## config.mk

```make
export PLATFORM = sky130hd
export DESIGN_NAME = tage_u_sweep_ctrl
export DESIGN_NICKNAME = d
export VERILOG_FILES = /design/src/rtl/tage_u_sweep_ctrl.sv
export SDC_FILE = /design/constraint.sdc
export NUM_CORES = 1
export LEC_CHECK = 0
export ABC_AREA = 1
export CORE_UTILIZATION = 59
export DETAILED_ROUTE_END_ITERATION = 10
export HOLD_SLACK_MARGIN = 0.15
export PLACE_DENSITY = 0.9
export SYNTH_ARGS = -nofsm -noshare
export SYNTH_HDL_FRONTEND = slang
export SYNTH_SLANG_ARGS = --single-unit
```

## constraint.sdc

```tcl
create_clock -name clk_i -period 2.4 [get_ports clk_i]
set_input_delay 0.24 -clock clk_i [delete_from_list [all_inputs] [get_ports clk_i]]
set_output_delay 0.24 -clock clk_i [all_outputs]
set_load 0.02 [all_outputs]
```

## src/rtl/tage_u_sweep_ctrl.sv

```systemverilog
// Periodic aging sweep for TAGE useful counters; shares the tagged-table write port with updates.
// Optional `TAGE_U_SWEEP_FORCE_EN adds force_sweep_i to start a sweep on demand from IDLE.
module tage_u_sweep_ctrl #(
  parameter int unsigned IDX_W       = 9,
  parameter int unsigned NUM_TABLES  = 4,
  parameter int unsigned PERIOD_LOG2 = 18,
  parameter int unsigned STARVE_MAX  = 7
) (
  input  logic                  clk_i,
  input  logic                  rst_i,
  input  logic                  br_valid_i,
  input  logic                  upd_req_i,
`ifdef TAGE_U_SWEEP_FORCE_EN
  input  logic                  force_sweep_i,
`endif
  output logic                  upd_gnt_o,
  output logic                  sweep_we_o,
  output logic [IDX_W-1:0]      sweep_idx_o,
  output logic                  sweep_clr_msb_o,
  output logic                  sweep_clr_lsb_o,
  output logic [NUM_TABLES-1:0] sweep_tbl_mask_o,
  output logic                  busy_o,
  output logic                  done_o
);

  localparam int unsigned STALL_W = $clog2(STARVE_MAX + 1);

  typedef enum logic [1:0] {
    IDLE   = 2'd0,
    SWEEP  = 2'd1,
    FINISH = 2'd2
  } state_t;

  state_t                 state;
  logic [PERIOD_LOG2-1:0] br_cnt;
  logic [IDX_W-1:0]       idx;
  logic [STALL_W-1:0]     stall_cnt;
  logic                   phase;
  logic                   starved;
  logic                   sweep_win;
  logic                   force_sweep;

`ifdef TAGE_U_SWEEP_FORCE_EN
  assign force_sweep = force_sweep_i;
`else
  assign force_sweep = 1'b0;
`endif

  // Update normally owns the port; the sweep steals it only when idle or starved.
  always_comb begin
    starved   = (stall_cnt == STALL_W'(STARVE_MAX));
    sweep_win = (state == SWEEP) && (!upd_req_i || starved);
    upd_gnt_o = (state == SWEEP) ? !sweep_win : upd_req_i;
  end

  assign sweep_we_o       = sweep_win;
  assign sweep_clr_msb_o  = sweep_win & ~phase;
  assign sweep_clr_lsb_o  = sweep_win & phase;
  assign sweep_tbl_mask_o = sweep_win ? '1 : '0;
  assign sweep_idx_o      = idx;
  assign busy_o           = (state != IDLE);
  assign done_o           = (state == FINISH);

  always_ff @(posedge clk_i or posedge rst_i) begin
    if (rst_i) begin
      state     <= IDLE;
      br_cnt    <= '0;
      idx       <= '0;
      stall_cnt <= '0;
      phase     <= 1'b0;
    end else begin
      case (state)
        IDLE: begin
          if (force_sweep) begin
            br_cnt <= '0;
            state  <= SWEEP;
          end else if (br_valid_i) begin
            br_cnt <= br_cnt + 1'b1;
            if (br_cnt == '1) state <= SWEEP;
          end
        end
        SWEEP: begin
          if (sweep_win) begin
            idx       <= idx + 1'b1;
            stall_cnt <= '0;
            if (idx == '1) state <= FINISH;
          end else begin
            stall_cnt <= stall_cnt + 1'b1;
          end
        end
        FINISH: begin
          phase <= ~phase;
          state <= IDLE;
        end
        default: state <= IDLE;
      endcase
    end
  end

endmodule
```

==> metrics.txt, run 1 <==
# TYPE chip_impl_metric gauge
chip_impl_metric{name="maxCapViolations",unit=""} 0
chip_impl_metric{name="length_of_the_first_detailed_routing_pass_in_iterations",unit=""} 7
chip_impl_metric{name="detail_route.wirelength",unit="mm"} 3.47
chip_impl_metric{name="power_density_over_the_cells",unit="nW/um2"} 634
chip_impl_metric{name="chipHeight",unit="um"} 57.3
chip_impl_metric{name="clock_insertion_delay_worst_skew",unit="ns"} 0.34
chip_impl_metric{name="post-route-min-period",unit="ns"} 2.25
chip_impl_metric{name="dp.final_hpwl",unit="mm"} 2.61
chip_impl_info{name="unrepaired_setup_endpoints_after_global_routing",value="false"} 1
chip_impl_metric{name="cp_data_arrival_time",unit="ns"} 2.01
chip_impl_metric{name="syn-instance-count",unit=""} 208
chip_impl_metric{name="setup_viol_count_final",unit=""} 0
chip_impl_metric{name="max-slew-margin-rel",unit="%"} 72.6
chip_impl_info{name="cts_tree",value="done"} 1
chip_impl_metric{name="io_buffer_count",unit=""} 22
chip_impl_metric{name="htree_num_levels",unit=""} 2
chip_impl_metric{name="synth_sequential_area_ratio",unit="%"} 45.7
chip_impl_info{name="status",value="finished, violations left"} 1
chip_impl_metric{name="cts_inserted_buffers",unit=""} 5
chip_impl_metric{name="worst_r2r_path_depth",unit=""} 8
chip_impl_metric{name="drc",unit=""} 1
chip_impl_metric{name="vdd_ir_drop_max",unit="mV"} 0.554
chip_impl_metric{name="synth_largest_type_area_fraction",unit="%"} 45.7
chip_impl_info{name="setup.worst_path.end_class",value="primary output"} 1
chip_impl_metric{name="worstPathMaxFanout",unit=""} 13
chip_impl_metric{name="detailroute.wirelength.met3",unit="um"} 124
chip_impl_info{name="worst_r2r_startpoint",value="stall_cnt[0]$_DFFE_PP0P_"} 1
chip_impl_info{name="path_class",value="reg2out"} 1
chip_impl_metric{name="clkTransAtPathRegs",unit="ns"} 0.11
chip_impl_metric{name="die_area",unit="um2"} 3290
chip_impl_info{name="post_synth_main_area_contributors",value="dfrtp_1 46%, nand2_1 12%, inv_1 5.6%"} 1
chip_impl_metric{name="initial_antenna_violation_count",unit=""} 0
chip_impl_metric{name="count_of_final_hold_check_violations",unit=""} 0
chip_impl_metric{name="synth_cell_type_count",unit=""} 28
chip_impl_metric{name="drt-wirelength-per-cell",unit="um"} 13.0
chip_impl_metric{name="holdBufCountCts",unit=""} 0
chip_impl_metric{name="ios",unit=""} 23
chip_impl_info{name="synth_top_cell_by_area",value="dfrtp_1"} 1
chip_impl_info{name="worstSetupStartpointType",value="flip-flop"} 1
chip_impl_metric{name="grt_first_pass_wirelength",unit="mm"} 6.10
chip_impl_metric{name="final_core_utilization",unit="%"} 76.0
chip_impl_metric{name="avgViaCountPerCell",unit=""} 5.30
chip_impl_metric{name="total_number_of_nets_in_the_final_design",unit=""} 244
chip_impl_metric{name="numClockSinks",unit=""} 33
chip_impl_metric{name="routabilityCongestion",unit=""} 0.829
chip_impl_metric{name="synth_area",unit="um2"} 1810
chip_impl_metric{name="fin_skew",unit="ns"} 0.0148
chip_impl_metric{name="final_critical_path_setup_slack",unit="ns"} 0.145
chip_impl_metric{name="pin_count_of_the_biggest_net_entering_global_routing",unit=""} 34
chip_impl_metric{name="wirelength_met1",unit="mm"} 1.50
chip_impl_metric{name="area.growth.synth_to_final",unit="%"} 19.1
chip_impl_metric{name="final_min_period_over_clock_period",unit="%"} 93.9
chip_impl_metric{name="power.leakage",unit="nW"} 1.09
chip_impl_metric{name="cts.path.max_buffers",unit=""} 2
chip_impl_metric{name="row_count",unit=""} 19
chip_impl_metric{name="mean_cell_area_of_the_mapped_netlist",unit="um2"} 8.68
chip_impl_info{name="timing.critical_path.from",value="stall_cnt[0]$_DFFE_PP0P_"} 1
chip_impl_metric{name="route.met2.wl",unit="mm"} 1.73
chip_impl_metric{name="count_of_routing_violations_after_the_opening_detailed_route_iteration",unit=""} 50
chip_impl_metric{name="worst-endpoint-required",unit="ns"} 2.16
chip_impl_metric{name="finalMaxSlewViolations",unit=""} 0
chip_impl_metric{name="achievable-frequency",unit="GHz"} 0.444
chip_impl_metric{name="finalSetupTns",unit="ns"} 0
chip_impl_info{name="hp-class",value="in2async"} 1
chip_impl_metric{name="worst-slew-pin-transition",unit="ns"} 0.412
chip_impl_info{name="dr.max_layer_used",value="met4"} 1
chip_impl_metric{name="n_antenna_cell",unit=""} 0
chip_impl_metric{name="ys_seq_elements",unit=""} 33
chip_impl_metric{name="final.fill_count",unit=""} 205
chip_impl_info{name="clockRootBuffer",value="clkbuf_4"} 1
chip_impl_metric{name="chipWidth",unit="um"} 57.3
chip_impl_metric{name="first_global_vias",unit=""} 1437
chip_impl_info{name="failed_checks",value="design-rule violations"} 1
chip_impl_metric{name="gr-total-overflow",unit=""} 0
chip_impl_metric{name="preCtsSetupSlack",unit="ns"} 0.291
chip_impl_metric{name="core-area",unit="um2"} 2830
chip_impl_metric{name="synth.net_count",unit=""} 217
chip_impl_metric{name="post_route_ant_nets",unit=""} 0
chip_impl_metric{name="grt_overall_usage",unit="%"} 24.9
chip_impl_metric{name="ys.warnings.count",unit=""} 0
chip_impl_metric{name="detailroute.via_count",unit=""} 1415
chip_impl_metric{name="initial_core_utilization",unit="%"} 63.8
chip_impl_metric{name="share_of_post_route_cells_with_drive_strength_above_1",unit="%"} 12.7
-- where the power goes --
part	total (mW)	leakage, nW	switching [mW]	internal, mW
logic	0.173	0.607	0.100	0.0729
clock network	0.520	0.0552	0.197	0.322
registers	0.670	0.431	0.0590	0.611
total	1.36	1.09	0.357	1.01
-- cell usage in the layout, fill, tap and decap left out --
master,instances
xor2_2,1
nor2_8,1
nand3b_1,1
inv_1,27
nor3_1,3
nor3_2,2
nand3_1,5
nand3_4,1
bufinv_16,2
nor2_2,3
xor2_1,8
nand2_1,56
dlymetal6s2s_1,2
clkbuf_4,5
nand3_2,2
a22o_1,2
o21ai_1,3
nand2_2,2
o21bai_1,1
a21oi_1,2
clkinv_2,2
clkdlybuf4s50_1,15
dfrtp_1,33
dlygate4sd2_1,5
nor2_1,21
nand4_1,3
nor4_1,1
buf_4,2
nand2_4,2
ha_1,5
o21ai_0,5
nor2_4,5
xnor2_1,8
-- cell type report --
type	instances	area (um2)	share of cell area, %
Clock inverter	3	65.1	3.03
Timing Repair Buffer	24	234	10.9
Multi-Input combinational cell	143	843	39.2
Inverter	28	106	4.94
Sequential cell	33	826	38.4
Clock buffer	5	37.5	1.75
Tap cell	31	38.8	1.80
-- final timing paths --
kind / slack, ns / endpoint
max in group asynchronous: 1.82 / br_cnt[6]$_DFFE_PP0P_
setup reg to reg: 0.79 / sweep_idx_o[3]$_DFFE_PP0P_
min in group clk_i: 0.48 / stall_cnt[0]$_DFFE_PP0P_
hold / removal: 0.27 / sweep_idx_o[4]$_DFFE_PP0P_
hold reg to reg: 0.48 / stall_cnt[0]$_DFFE_PP0P_
setup / recovery: 0.15 / sweep_tbl_mask_o[1]
-- metal layers --
metal | vias up | global-route usage (%)
met4 | 0 | 12.9
li1 | 701 | -
met2 | 26 | 41.5
met5 | - | 0
met3 | 12 | 7.94
met1 | 676 | 28.8
-- logic make-up after synthesis --
| group | synth area share, % |
|---|---|
| xor gates and xnor gates | 8.66 |
| DFF | 45.7 |
| buffers and inverters | 7.55 |
| AOI/OAI and AO/OA | 4.16 |
| adders and majority gates | 3.47 |
| and+or+nand+nor | 30.4 |
-- what timing repair did --
| action | 4_1_cts | 5_1_grt |
|---|---|---|
| buffers inserted | 0 | 0 |
| pin swaps | 0 | 0 |
| resized for setup | 5 | 2 |
| setup endpoints to repair | 5 | 2 |
-- flip-flops by register name (all words and copies together), names as in the netlist --
register	flops
sweep_idx_o	9
phase	1
br_cnt	18
state	2
stall_cnt	3
-- worst max-delay path, stage by stage (launching register included) --
cell           delay, ns
dfrtp_1             0.41
ha_1                0.20
ha_1                0.19
nor2_1              0.15
inv_1               0.08
nand2_2             0.10
clkinv_2            0.16
dlygate4sd2_1       0.37
-- per-stage QoR --
stage	hold WS (ns)	cell area (um2)	cells	total power, mW
final	0.272	2150	267	1.36
after floorplan	0.369	1810	208	0.812
after detailed placement	0.470	2050	259	0.856
after global placement	0.456	2050	259	0.847
after global routing	0.296	2150	267	1.43
after CTS	0.272	2150	267	1.38
-- cell usage after synthesis --
cell and count:
buf_4 4, nor3_1 3, nand3_4 1, nand2_2 2, nor2_2 3, nand3_1 5, xnor2_1 8, nor3_2 2
nand4_1 3, dfrtp_1 33, nor2_8 1, xor2_2 1, inv_1 27, nor2_1 21, nand2_1 56, nand3_2 2
o21ai_1 3, a21oi_1 2, nor4_1 1, nand2_4 2, o21bai_1 1, nand3b_1 1, nor2_4 5, o21ai_0 5
ha_1 5, xor2_1 8, a22o_1 2, clkinv_2 1
No activity file was read; power rests on OpenSTA's default activity.
==> inputs of run 2 (changes only) <==
==> constraint.sdc (replaced) <==
create_clock -name clk_i -period 2.4 [get_ports clk_i]
set_input_delay 0.24 -clock clk_i [delete_from_list [all_inputs] [get_ports clk_i]]
set_output_delay 0.24 -clock clk_i [all_outputs]
set_load 0.005 [all_outputs]
==> run 2 against run 1 <==
Net effect:
- via count decreased by 1.8%
- the run still ends with design-rule violations left
- worst hold slack got worse by 0.0019 ns
- setup slack got worse by 0.037 ns
- cell area decreased by 0.76%
- highest routed layer unchanged
- critical endpoint is now sweep_tbl_mask_o[0]
- clock-buffer cell count increased by 1
- routed wire length decreased by 2.8%
- critical path type unchanged
- first-iteration DRC count increased by 30%
==> metrics.txt, run 2 (synthesized netlist as in run 1, its figures left out) <==
# TYPE chip_impl_metric gauge
chip_impl_info{name="status",value="finished, violations left"} 1
chip_impl_info{name="failed_checks",value="design-rule violations"} 1
chip_impl_metric{name="post_route_ant_nets",unit=""} 0
chip_impl_info{name="mostFrequentLayoutCell",value="nand2_1"} 1
chip_impl_metric{name="worst-slew-pin-transition",unit="ns"} 0.402
chip_impl_metric{name="fin_cells",unit=""} 270
chip_impl_info{name="largest_register",value="br_cnt"} 1
chip_impl_metric{name="first_global_vias",unit=""} 1293
chip_impl_metric{name="worstPathMaxFanout",unit=""} 13
chip_impl_metric{name="gr-total-overflow",unit=""} 0
chip_impl_metric{name="finalSetupTns",unit="ns"} 0
chip_impl_metric{name="count_of_routing_violations_after_the_opening_detailed_route_iteration",unit=""} 65
chip_impl_metric{name="grt_overall_usage",unit="%"} 23.2
chip_impl_metric{name="total_number_of_nets_in_the_final_design",unit=""} 247
chip_impl_metric{name="final_min_period_over_clock_period",unit="%"} 95.5
chip_impl_metric{name="detail_route.wirelength",unit="mm"} 3.37
chip_impl_metric{name="setup_viol_count_final",unit=""} 0
chip_impl_info{name="clockRootBuffer",value="clkbuf_4"} 1
chip_impl_metric{name="chipHeight",unit="um"} 57.3
chip_impl_info{name="worstSetupStartpointType",value="flip-flop"} 1
chip_impl_info{name="most-common-layout-cells",value="56 x nand2_1, 33 x dfrtp_1, 27 x inv_1"} 1
chip_impl_metric{name="dp.final_hpwl",unit="mm"} 2.42
chip_impl_metric{name="routabilityCongestion",unit=""} 0.827
chip_impl_metric{name="clkTransAtPathRegs",unit="ns"} 0.11
chip_impl_metric{name="cell_internal_pwr",unit="mW"} 0.795
chip_impl_info{name="unrepaired_setup_endpoints_after_global_routing",value="false"} 1
chip_impl_info{name="worst_r2r_startpoint",value="sweep_idx_o[0]$_DFFE_PP0P_"} 1
chip_impl_metric{name="avgViaCountPerCell",unit=""} 5.15
chip_impl_metric{name="post-place-cells",unit=""} 258
chip_impl_metric{name="cts_inserted_buffers",unit=""} 5
chip_impl_metric{name="preCtsSetupSlack",unit="ns"} 0.265
chip_impl_metric{name="drt-wirelength-per-cell",unit="um"} 12.5
chip_impl_metric{name="row_count",unit=""} 19
chip_impl_metric{name="fin_skew",unit="ns"} 0.0136
chip_impl_metric{name="core-area",unit="um2"} 2830
chip_impl_metric{name="swShare",unit="%"} 30.4
chip_impl_metric{name="holdBufCountCts",unit=""} 0
chip_impl_metric{name="share_seq_of_total_power",unit="%"} 58.7
chip_impl_metric{name="die_area",unit="um2"} 3290
chip_impl_metric{name="cts.path.max_buffers",unit=""} 2
chip_impl_metric{name="initial_core_utilization",unit="%"} 63.8
chip_impl_metric{name="r2r_slack",unit="ns"} 0.69
chip_impl_metric{name="post-route-min-period",unit="ns"} 2.29
chip_impl_metric{name="vdd_ir_drop_max",unit="mV"} 0.498
chip_impl_metric{name="initial_antenna_violation_count",unit=""} 0
chip_impl_metric{name="chipWidth",unit="um"} 57.3
chip_impl_metric{name="power.combinational.fraction",unit="%"} 15.1
chip_impl_metric{name="ios",unit=""} 23
chip_impl_metric{name="detailroute.via_count",unit=""} 1390
chip_impl_metric{name="finalMaxSlewViolations",unit=""} 0
chip_impl_info{name="setup.worst_path.end_class",value="primary output"} 1
chip_impl_metric{name="achievable-frequency",unit="GHz"} 0.436
chip_impl_metric{name="final_critical_path_setup_slack",unit="ns"} 0.108
chip_impl_info{name="worstReg2RegEnd",value="state[0]$_DFFE_PP0P_"} 1
chip_impl_metric{name="fin_total_pwr",unit="mW"} 1.14
chip_impl_metric{name="numClockSinks",unit=""} 33
chip_impl_metric{name="clock_insertion_delay_worst_skew",unit="ns"} 0.34
chip_impl_metric{name="io_buffer_count",unit=""} 22
chip_impl_metric{name="area.growth.synth_to_final",unit="%"} 18.2
chip_impl_metric{name="grt_first_pass_wirelength",unit="mm"} 5.68
chip_impl_metric{name="final_core_utilization",unit="%"} 75.5
chip_impl_metric{name="final.fill_count",unit=""} 193
chip_impl_info{name="path_class",value="reg2out"} 1
chip_impl_metric{name="max-slew-margin-rel",unit="%"} 73.2
chip_impl_metric{name="maxCapViolations",unit=""} 0
chip_impl_metric{name="power_density_over_the_cells",unit="nW/um2"} 536
chip_impl_metric{name="n_antenna_cell",unit=""} 0
chip_impl_metric{name="worst-endpoint-required",unit="ns"} 2.16
chip_impl_metric{name="power.leakage",unit="nW"} 1.03
chip_impl_metric{name="multi_input_gate_area",unit="um2"} 851
chip_impl_metric{name="count_of_final_hold_check_violations",unit=""} 0
chip_impl_info{name="hp-class",value="in2async"} 1
chip_impl_info{name="cts_tree",value="done"} 1
chip_impl_metric{name="length_of_the_first_detailed_routing_pass_in_iterations",unit=""} 7
chip_impl_metric{name="htree_num_levels",unit=""} 2
chip_impl_metric{name="share_of_post_route_cells_with_drive_strength_above_1",unit="%"} 13.8
chip_impl_metric{name="clkPwrFrac",unit="%"} 26.2
chip_impl_metric{name="pin_count_of_the_biggest_net_entering_global_routing",unit=""} 34
chip_impl_metric{name="largest_register_ffs",unit=""} 18
chip_impl_metric{name="drc",unit=""} 2
chip_impl_metric{name="cp_data_arrival_time",unit="ns"} 2.05
chip_impl_metric{name="worst_r2r_path_depth",unit=""} 7
chip_impl_metric{name="layout.area.seq",unit="um2"} 826
chip_impl_metric{name="p_sw",unit="mW"} 0.348
-- run 2: per-stage QoR --
step,hold slack (ns),cell area [um2]
after CTS,0.285,2100
after detailed placement,0.468,2040
after floorplan,0.369,1810
after global placement,0.456,2040
after global routing,0.343,2130
final,0.270,2130
-- run 2: how the worst max path moves through the flow --
stage,from,to,slack [ns]
after CTS,stall_cnt[0]$_DFFE_PP0P_,sweep_tbl_mask_o[0],0.03
after global placement,stall_cnt[0]$_DFFE_PP0P_,sweep_tbl_mask_o[1],0.36
after detailed placement,stall_cnt[0]$_DFFE_PP0P_,sweep_tbl_mask_o[0],0.26
after global routing,stall_cnt[0]$_DFFE_PP0P_,sweep_tbl_mask_o[0],0.005
after floorplan,stall_cnt[0]$_DFFE_PP0P_,sweep_tbl_mask_o[0],0.77
final,stall_cnt[0]$_DFFE_PP0P_,sweep_tbl_mask_o[0],0.11
-- run 2: final cells by class --
class / count / share of cell area, %
multi-input cells: 143 / 39.9
flip-flops and latches: 33 / 38.7
repair buffers: 27 / 12.1
inverters: 28 / 5.16
clock buffers: 6 / 1.93
well taps: 31 / 1.82
clock inverters: 2 / 0.469
-- run 2: power by group through the flow --
stage | registers [mW] | clock network, mW | logic [mW]
global placement | 0.678 | 0 | 0.167
detailed placement | 0.681 | 0 | 0.172
floorplan | 0.671 | 0 | 0.140
finish | 0.672 | 0.299 | 0.173
CTS | 0.670 | 0.309 | 0.174
global route | 0.681 | 0.331 | 0.196
-- run 2: repair_timing --
action                                  in CTS  in global routing
resized for setup                            2                  1
endpoints found under the setup margin       5                  5
gates cloned                                 0                  0
setup buffers                                0                  4
pin swaps                                    0                  1
hold endpoints to repair                     0                  0
-- run 2: routing by layer --
metal / routed length, um / vias to the layer above / global-route usage, %
met5: 0 / - / 0
met1: 1500 / 653 / 29.3
met4: 82 / 0 / 8.71
li1: - / 702 / -
met2: 1670 / 26 / 37.8
met3: 117 / 9 / 7.03
-- run 2: critical path: stages (launching register included) --
cell and delay, ns:
dfrtp_1 0.39, ha_1 0.20, ha_1 0.20, nor2_2 0.13, inv_1 0.09, nand2_4 0.14, clkinv_4 0.11, clkdlybuf4s50_1 0.46
